--- config.mk ---
export PLATFORM = sky130hd
export DESIGN_NAME = uart_tx
export DESIGN_NICKNAME = d
export VERILOG_FILES = /design/src/rtl/uart_pkg.sv /design/src/rtl/uart_baud_gen.sv /design/src/rtl/uart_tx.sv
export SDC_FILE = /design/constraint.sdc
export NUM_CORES = 1
export LEC_CHECK = 0
export ABC_AREA = 1
export CORE_UTILIZATION = 40
export CTS_CLUSTER_SIZE = 25
export DETAILED_ROUTE_END_ITERATION = 6
export SETUP_SLACK_MARGIN = 0.4
export SYNTH_ARGS = -nofsm -noshare
export SYNTH_HDL_FRONTEND = slang
export SYNTH_SLANG_ARGS = --single-unit
--- constraint.sdc ---
create_clock -name clk -period 1.67 [get_ports clk]
set_input_delay 0.501 -clock clk [delete_from_list [all_inputs] [get_ports clk]]
set_output_delay 0.501 -clock clk [all_outputs]
set_load 0.1 [all_outputs]
--- src/rtl/uart_pkg.sv ---
// Shared UART definitions: line-state enum, data width and bit-period helper.
// Used by both the transmitter and the receiver on the USB-UART bridge.
package uart_pkg;

  typedef enum logic [2:0] {
    IDLE,
    START,
    DATA,
    PARITY,
    STOP
  } uart_state_t;

  localparam int UART_DATA_BITS = 8;

  // Integer bit period in system clocks; the fractional part is dropped.
  function automatic int calc_clks_per_bit(input int clock_rate, input int baud_rate);
    return clock_rate / baud_rate;
  endfunction

endpackage

--- src/rtl/uart_baud_gen.sv ---
// Bit-period counter: counts 0..CLKS_PER_BIT-1 and pulses bit_tick on the
// terminal count. A synchronous clear holds it at zero between frames.
module uart_baud_gen #(
  parameter int CLKS_PER_BIT = 868
) (
  input  logic clk,
  input  logic rst_n,
  input  logic clear,
  output logic bit_tick
);

  localparam int CNT_W = (CLKS_PER_BIT > 1) ? $clog2(CLKS_PER_BIT) : 1;
  localparam logic [CNT_W-1:0] TERMINAL = CNT_W'(CLKS_PER_BIT - 1);

  logic [CNT_W-1:0] count;

  always_ff @(posedge clk or negedge rst_n) begin
    if (!rst_n) begin
      count <= '0;
    end else if (clear || (count == TERMINAL)) begin
      count <= '0;
    end else begin
      count <= count + CNT_W'(1);
    end
  end

  assign bit_tick = !clear && (count == TERMINAL);

endmodule

--- src/rtl/uart_tx.sv ---
// 8N1 UART transmitter with valid/ready byte input, LSB first on usb_tx.
// Define UART_TX_PARITY_EN to insert an even-parity bit before the stop bit.
module uart_tx
  import uart_pkg::*;
#(
  parameter int CLOCK_RATE = 100000000,
  parameter int BAUD_RATE  = 115200
) (
  input  logic       clk,
  input  logic       rst_n,
  input  logic       tx_valid,
  input  logic [7:0] tx_data,
  output logic       tx_ready,
  output logic       usb_tx
);

  localparam int CLKS_PER_BIT = calc_clks_per_bit(CLOCK_RATE, BAUD_RATE);
  localparam int BIT_CNT_W = $clog2(UART_DATA_BITS);
  localparam logic [BIT_CNT_W-1:0] LAST_BIT = BIT_CNT_W'(UART_DATA_BITS - 1);

  generate
    if (CLKS_PER_BIT < 2) begin : g_bad_rate
      $error("uart_tx: CLOCK_RATE/BAUD_RATE must be at least 2");
    end
  endgenerate

  uart_state_t state, state_next;
  logic [UART_DATA_BITS-1:0] shift, shift_next;
  logic [BIT_CNT_W-1:0] bit_cnt, bit_cnt_next;
  logic line_next;
  logic ready_next;
  logic bit_tick;
  logic baud_clear;

`ifdef UART_TX_PARITY_EN
  logic parity, parity_next;
`endif

  // Holding the divider in clear while idle makes every frame start at count 0.
  assign baud_clear = (state == IDLE);

  uart_baud_gen #(
    .CLKS_PER_BIT(CLKS_PER_BIT)
  ) u_baud_gen (
    .clk     (clk),
    .rst_n   (rst_n),
    .clear   (baud_clear),
    .bit_tick(bit_tick)
  );

  always_comb begin
    state_next   = state;
    shift_next   = shift;
    bit_cnt_next = bit_cnt;
    line_next    = 1'b1;
`ifdef UART_TX_PARITY_EN
    parity_next  = parity;
`endif

    case (state)
      IDLE: begin
        if (tx_valid && tx_ready) begin
          shift_next   = tx_data;
          bit_cnt_next = '0;
          state_next   = START;
`ifdef UART_TX_PARITY_EN
          parity_next  = ^tx_data;
`endif
        end
      end
      START: begin
        if (bit_tick) state_next = DATA;
      end
      DATA: begin
        if (bit_tick) begin
          shift_next = {1'b0, shift[UART_DATA_BITS-1:1]};
          if (bit_cnt == LAST_BIT) begin
            bit_cnt_next = '0;
`ifdef UART_TX_PARITY_EN
            state_next   = PARITY;
`else
            state_next   = STOP;
`endif
          end else begin
            bit_cnt_next = bit_cnt + BIT_CNT_W'(1);
          end
        end
      end
      PARITY: begin
`ifdef UART_TX_PARITY_EN
        if (bit_tick) state_next = STOP;
`else
        state_next = IDLE;
`endif
      end
      STOP: begin
        if (bit_tick) state_next = IDLE;
      end
      default: state_next = IDLE;
    endcase

    // Outputs are registered from the upcoming state so they change with it.
    case (state_next)
      START:  line_next = 1'b0;
      DATA:   line_next = shift_next[0];
`ifdef UART_TX_PARITY_EN
      PARITY: line_next = parity_next;
`endif
      default: line_next = 1'b1;
    endcase

    ready_next = (state_next == IDLE);
  end

  always_ff @(posedge clk or negedge rst_n) begin
    if (!rst_n) begin
      state    <= IDLE;
      shift    <= '0;
      bit_cnt  <= '0;
      usb_tx   <= 1'b1;
      tx_ready <= 1'b1;
`ifdef UART_TX_PARITY_EN
      parity   <= 1'b0;
`endif
    end else begin
      state    <= state_next;
      shift    <= shift_next;
      bit_cnt  <= bit_cnt_next;
      usb_tx   <= line_next;
      tx_ready <= ready_next;
`ifdef UART_TX_PARITY_EN
      parity   <= parity_next;
`endif
    end
  end

endmodule

## After elaboration in Yosys (flattened, before gate mapping)

Index checks and enable logic that the tools add are counted.

- Flip-flop bits (word level): 26
- Input bits: 11
- Output and inout port bits: 2
- Logic and storage cells: 41

- Add/subtract/negate cells: 2
- Equality and inequality tests: 9
- Mux-type cells: 15
- Reduce and logical (&&, ||, !) cells: 8

Operators by type and width:

| kind | number |
|---|---|
| $mux 3 | 8 |
| $mux 8 | 2 |
| $pmux 8 s2 | 1 |
| $pmux 3 s4 | 1 |
| $add 10x1->10 const B | 1 |
| $eq 10x10->1 const B | 1 |
| $mux 10 | 1 |
| $eq 3x1->1 const B | 2 |
| $eq 3x2->1 const B | 2 |
| $eq 3x3->1 const B | 2 |
| $logic_not 3->1 | 2 |
| $pmux 3 s2 | 1 |
| $ne 2x2->1 const B | 2 |
| $add 3x1->3 const B | 1 |
| $reduce_and 3->1 | 1 |
| $logic_and 1x1->1 | 2 |
| $pmux 1 s2 | 1 |
| $reduce_bool 2->1 | 1 |
| $logic_not 1->1 | 1 |
| $logic_or 1x1->1 | 1 |

## Depth between registers and ports, before layout

- Depth in word-level cells: 7
- Depth in mapped cells: 9
- Gate-level depth less buffers: 9

## Hierarchy

A second synthesis with hierarchy kept.

- Cell total of the unflattened synthesis: 173
- Area total of the unflattened synthesis: 1367.6 sq um

By module, submodules not included:

| module | instances | cells each | area each (sq um) | sequential area each (sq um) |
|---|---|---|---|---|
| uart_tx | 1 | 100 | 802.0 | 402.9 |
| uart_baud_gen | 1 | 73 | 565.5 | 250.2 |

## Worst setup path before layout

No wires, ideal clock.

- Path type: reg-to-reg
- Start point: register tx_ready
- End point: register shift[6]
- Setup time: 0.130 ns
- Arrival: 1.597 ns
- Required time: 1.540 ns
- Setup slack: -0.057 ns
- Stages on the path, launching flop included: 8
- Path buffers: 0
- Clock period less this slack: 1.727 ns
- Path through: dfstp_2 > nand2_1 > nor2_4 > inv_1 > nand2_4 > inv_2 > nand2_1 > o211ai_1

- Word-level cells in the longest chain between the ends: 3

RTL lines:

| item | line | source |
|---|---|---|
| start, declared | uart_tx.sv:13 | `output logic tx_ready,` |
| start signal, assigned | uart_tx.sv:130 | `tx_ready <= ready_next;` |
| $logic_and 1x1->1 | uart_tx.sv:62 | `if (tx_valid && tx_ready) begin` |
| $ne 2x2->1 (no line) | - |  |
| $reduce_and 3->1 (no line) | - |  |
| end signal, assigned | uart_tx.sv:127 | `shift <= shift_next;` |
| end, declared | uart_tx.sv:28 | `logic [UART_DATA_BITS-1:0] shift, shift_next;` |

Every way passes these cells.
A chain may end at the register's enable or synchronous reset.

## Final worst setup path

- Start point: register tx_ready
- End point: output tx_ready

No word-level cell between the ends.

==> flow_summary.json <==
{
  "yosys-top-cells-area": "dfrtp_1, nand2_1, nand3_1, dfstp_2, ha_1",
  "grtUsageMet3_pct": 2.46,
  "hold_violations": 0,
  "reg2reg_depth": 8,
  "met2_usage_pct": 28.9,
  "final_area_sq_mm": 0.00207,
  "die_h_um": 58.2,
  "cts_sinks": 26,
  "area_growth_pct": 63.7,
  "antenna_found_initial": 0,
  "root_buffer": "clkbuf_4",
  "slew_viol_final": 0,
  "yosys_register_bits": 26,
  "postCtsHoldBufs": 0,
  "worstSetupEndpointType": "output port",
  "leakagePower_nw": 0.936,
  "yosys.area.top_type_share_pct": 47.6,
  "irDropWorstVdd_mv": 0.471,
  "dp_hpwl_mm": 1.63,
  "cp_top_family": "flip-flops",
  "power.density_mw_per_mm2": 1090,
  "antenna_left": 0,
  "synth_area_leader_cell": "dfrtp_1",
  "use_met1_pct": 21.7,
  "htreeDepth": 1,
  "row_count": 20,
  "gp_congestion": 0.875,
  "timing.rr.end": "shift[6]",
  "finalSetupViolCount": 0,
  "critPathMaxStageDelay_ns": 0.66,
  "clockBufferDepth": 2,
  "crit_fanout": 2,
  "antenna_cells": 0,
  "busiest_layer": "met2",
  "die_w_um": 58.2,
  "io_buffers": 12,
  "cp.buffers_inverters": 1,
  "syn-num-nets": 153,
  "path_cells": "buf_12",
  "hp-class": "in -> async",
  "ys_warn_count": 0,
  "io_pins": 13,
  "cap_violations": 0,
  "fin_crit_sh_pct": 98.5,
  "max-slew-margin-rel_pct": 53.2,
  "rr_startpoint": "u_baud_gen.count[1]",
  "placed_cell_area_sq_mm": 0.00150,
  "fmax_mhz": 608,
  "dp.cells": 197,
  "start_util_pct": 41.7,
  "cts_tree": "built",
  "path_class": "reg -> out",
  "grt_max_degree": 27,
  "skew_ns": 0.00220,
  "drive_gt1_share_pct": 56.0,
  "drt-wirelength-per-cell_um": 13.5,
  "numCtsBuffers": 3,
  "worst_pin_slew_ns": 0.697,
  "clk_pin_slew_worst_paths_ns": 0.14,
  "drt_first_pass_iters": 4,
  "async_flop_share_pct": 100,
  "grt_use_total_pct": 17.0,
  "core-area_sq_mm": 0.00303,
  "fin_ws_ns": 0.0252,
  "grt_pass1_vias": 986,
  "die_area_sq_mm": 0.00338,
  "r2r_slack_ns": 0.13,
  "clk_latency_ns": 0.32,
  "status": "completed",
  "viasPerCell": 4.88,
  "num-nets-final": 190,
  "totalWireLength_mm": 2.96,
  "synth-main-ff-cell": "dfrtp_1",
  "ys_seq_area_share_pct": 51.7,
  "stdcell_count": 219,
  "rsz0062_at_grt": "true",
  "num_vias": 1068,
  "setup_tns_ns": 0,
  "yosysUniqueCellTypes": 26,
  "worstPathRequired_ns": 1.17,
  "avgSynthCellArea_sq_um": 9.08,
  "grt_first_pass_wirelength_mm": 4.38,
  "syn-cell-area_sq_mm": 0.00126,
  "drtIter0Drc": 31,
  "slowest_stage": "dfstp_4",
  "startpoint_type": "flip-flop",
  "synth_cells": 139,
  "layout_min_cycle_time_ns": 1.64,
  "critPathArrivalTime_ns": 1.14,
  "synth_edf_count": 0,
  "dp_slack_ns": -0.00390,
  "grt-ovfl-total": 0,
  "drc": 0
}
cells in the final DEF (no fill, tap or decap), drive strengths merged:
cell type and count:
clkbuf 4, o21ai 6, a21oi 5, and3 1, nand4 3, dfrtp 24
nand2 43, clkinv 1, clkdlybuf4s50 10, o21bai 1, dfstp 2, nor3 4
nand3 14, nor2 13, nor3b 4, ha 3, inv 15, o211ai 1
buf 21
layer usage:
metal	part of all wire [%]	wire, um	vias to the layer above
li1	-	-	530
met1	42	1250	520
met2	54	1610	14
met3	2.3	69	4
met4	1.2	35	0
met5	0	0	-
synth_stat cells, types with 2 or more instances:
| cell type | number |
|---|---|
| nor2_4 | 2 |
| a21oi_1 | 4 |
| nor3b_1 | 4 |
| inv_1 | 9 |
| dfrtp_1 | 24 |
| nor3_1 | 4 |
| nand2_4 | 2 |
| o21ai_1 | 2 |
| nand3_1 | 11 |
| nand2_1 | 37 |
| nand3_2 | 2 |
| o21ai_0 | 2 |
| o21ai_2 | 2 |
| ha_1 | 3 |
| nand4_1 | 3 |
| nor2_1 | 9 |
| inv_2 | 7 |
| nand2_2 | 3 |
| dfstp_2 | 2 |
stage by stage:
| step | hold WS, ns | power, mW | utilization (%) |
|---|---|---|---|
| global placement | 0.453 | 1.40 | 49.6 |
| detailed placement | 0.452 | 1.41 | 49.6 |
| floorplan | 0.205 | 1.24 | - |
| global route | 0.510 | 2.38 | 68.3 |
| CTS | 0.508 | 1.80 | 54.7 |
| finish | 0.511 | 2.25 | 68.3 |
logic make-up after synthesis:
group	Yosys count	share of synthesized area, %
AO/OA/AOI/OAI	13	6.44
adder cells (fa/ha/maj)	3	2.97
buffers and inverters	16	4.76
flip-flops	26	51.7
AND/OR/NAND/NOR	81	34.1
sequential cells by signal, summed over array words and instances (netlist names):
| signal | cells |
|---|---|
| bit_cnt | 3 |
| shift | 8 |
| state | 3 |
| tx_ready | 1 |
| u_baud_gen.count | 10 |
| usb_tx | 1 |
worst reg2reg max path: stages, from the launching register on:
cell and delay [ns]:
dfrtp_1 0.39, ha_2 0.20, nand2_2 0.08, nor2_4 0.22
nand3_4 0.15, nand2_4 0.15, clkinv_8 0.11, nand2_4 0.06
o211ai_1 0.08
repair_timing:
| action | CTS | global route |
|---|---|---|
| endpoints found under the setup margin | 26 | 28 |
| cloned | 0 | 1 |
| setup buffers | 6 | 11 |
| gates resized for setup | 22 | 71 |
| pin swaps | 12 | 24 |
layout make-up:
| type | instances | area, sq um |
|---|---|---|
| well taps | 44 | 55.1 |
| fillers | 218 | 961 |
| clock buffers | 4 | 26.3 |
| flip-flops and latches | 26 | 664 |
| inverters | 16 | 72.6 |
| multi-input cells | 98 | 920 |
| repair buffers | 31 | 329 |
how the worst max path moves through the flow:
stage / startpoint / end / slack [ns] / depth (start not counted)
floorplan: tx_ready / shift[6] / 0.19 / 7
global placement: tx_valid / shift[6] / 0.03 / 8
detailed placement: tx_valid / shift[6] / -0.004 / 8
CTS: tx_ready / tx_ready / -0.01 / 1
global route: tx_ready / tx_ready / -0.02 / 1
finish: tx_ready / tx_ready / 0.03 / 1
report_power, final:
| part | switching [mW] | internal [mW] |
|---|---|---|
| Sequential | 0.158 | 0.784 |
| Clock | 0.186 | 0.0934 |
| Combinational | 0.549 | 0.481 |
(Power assumes the default switching activity.)
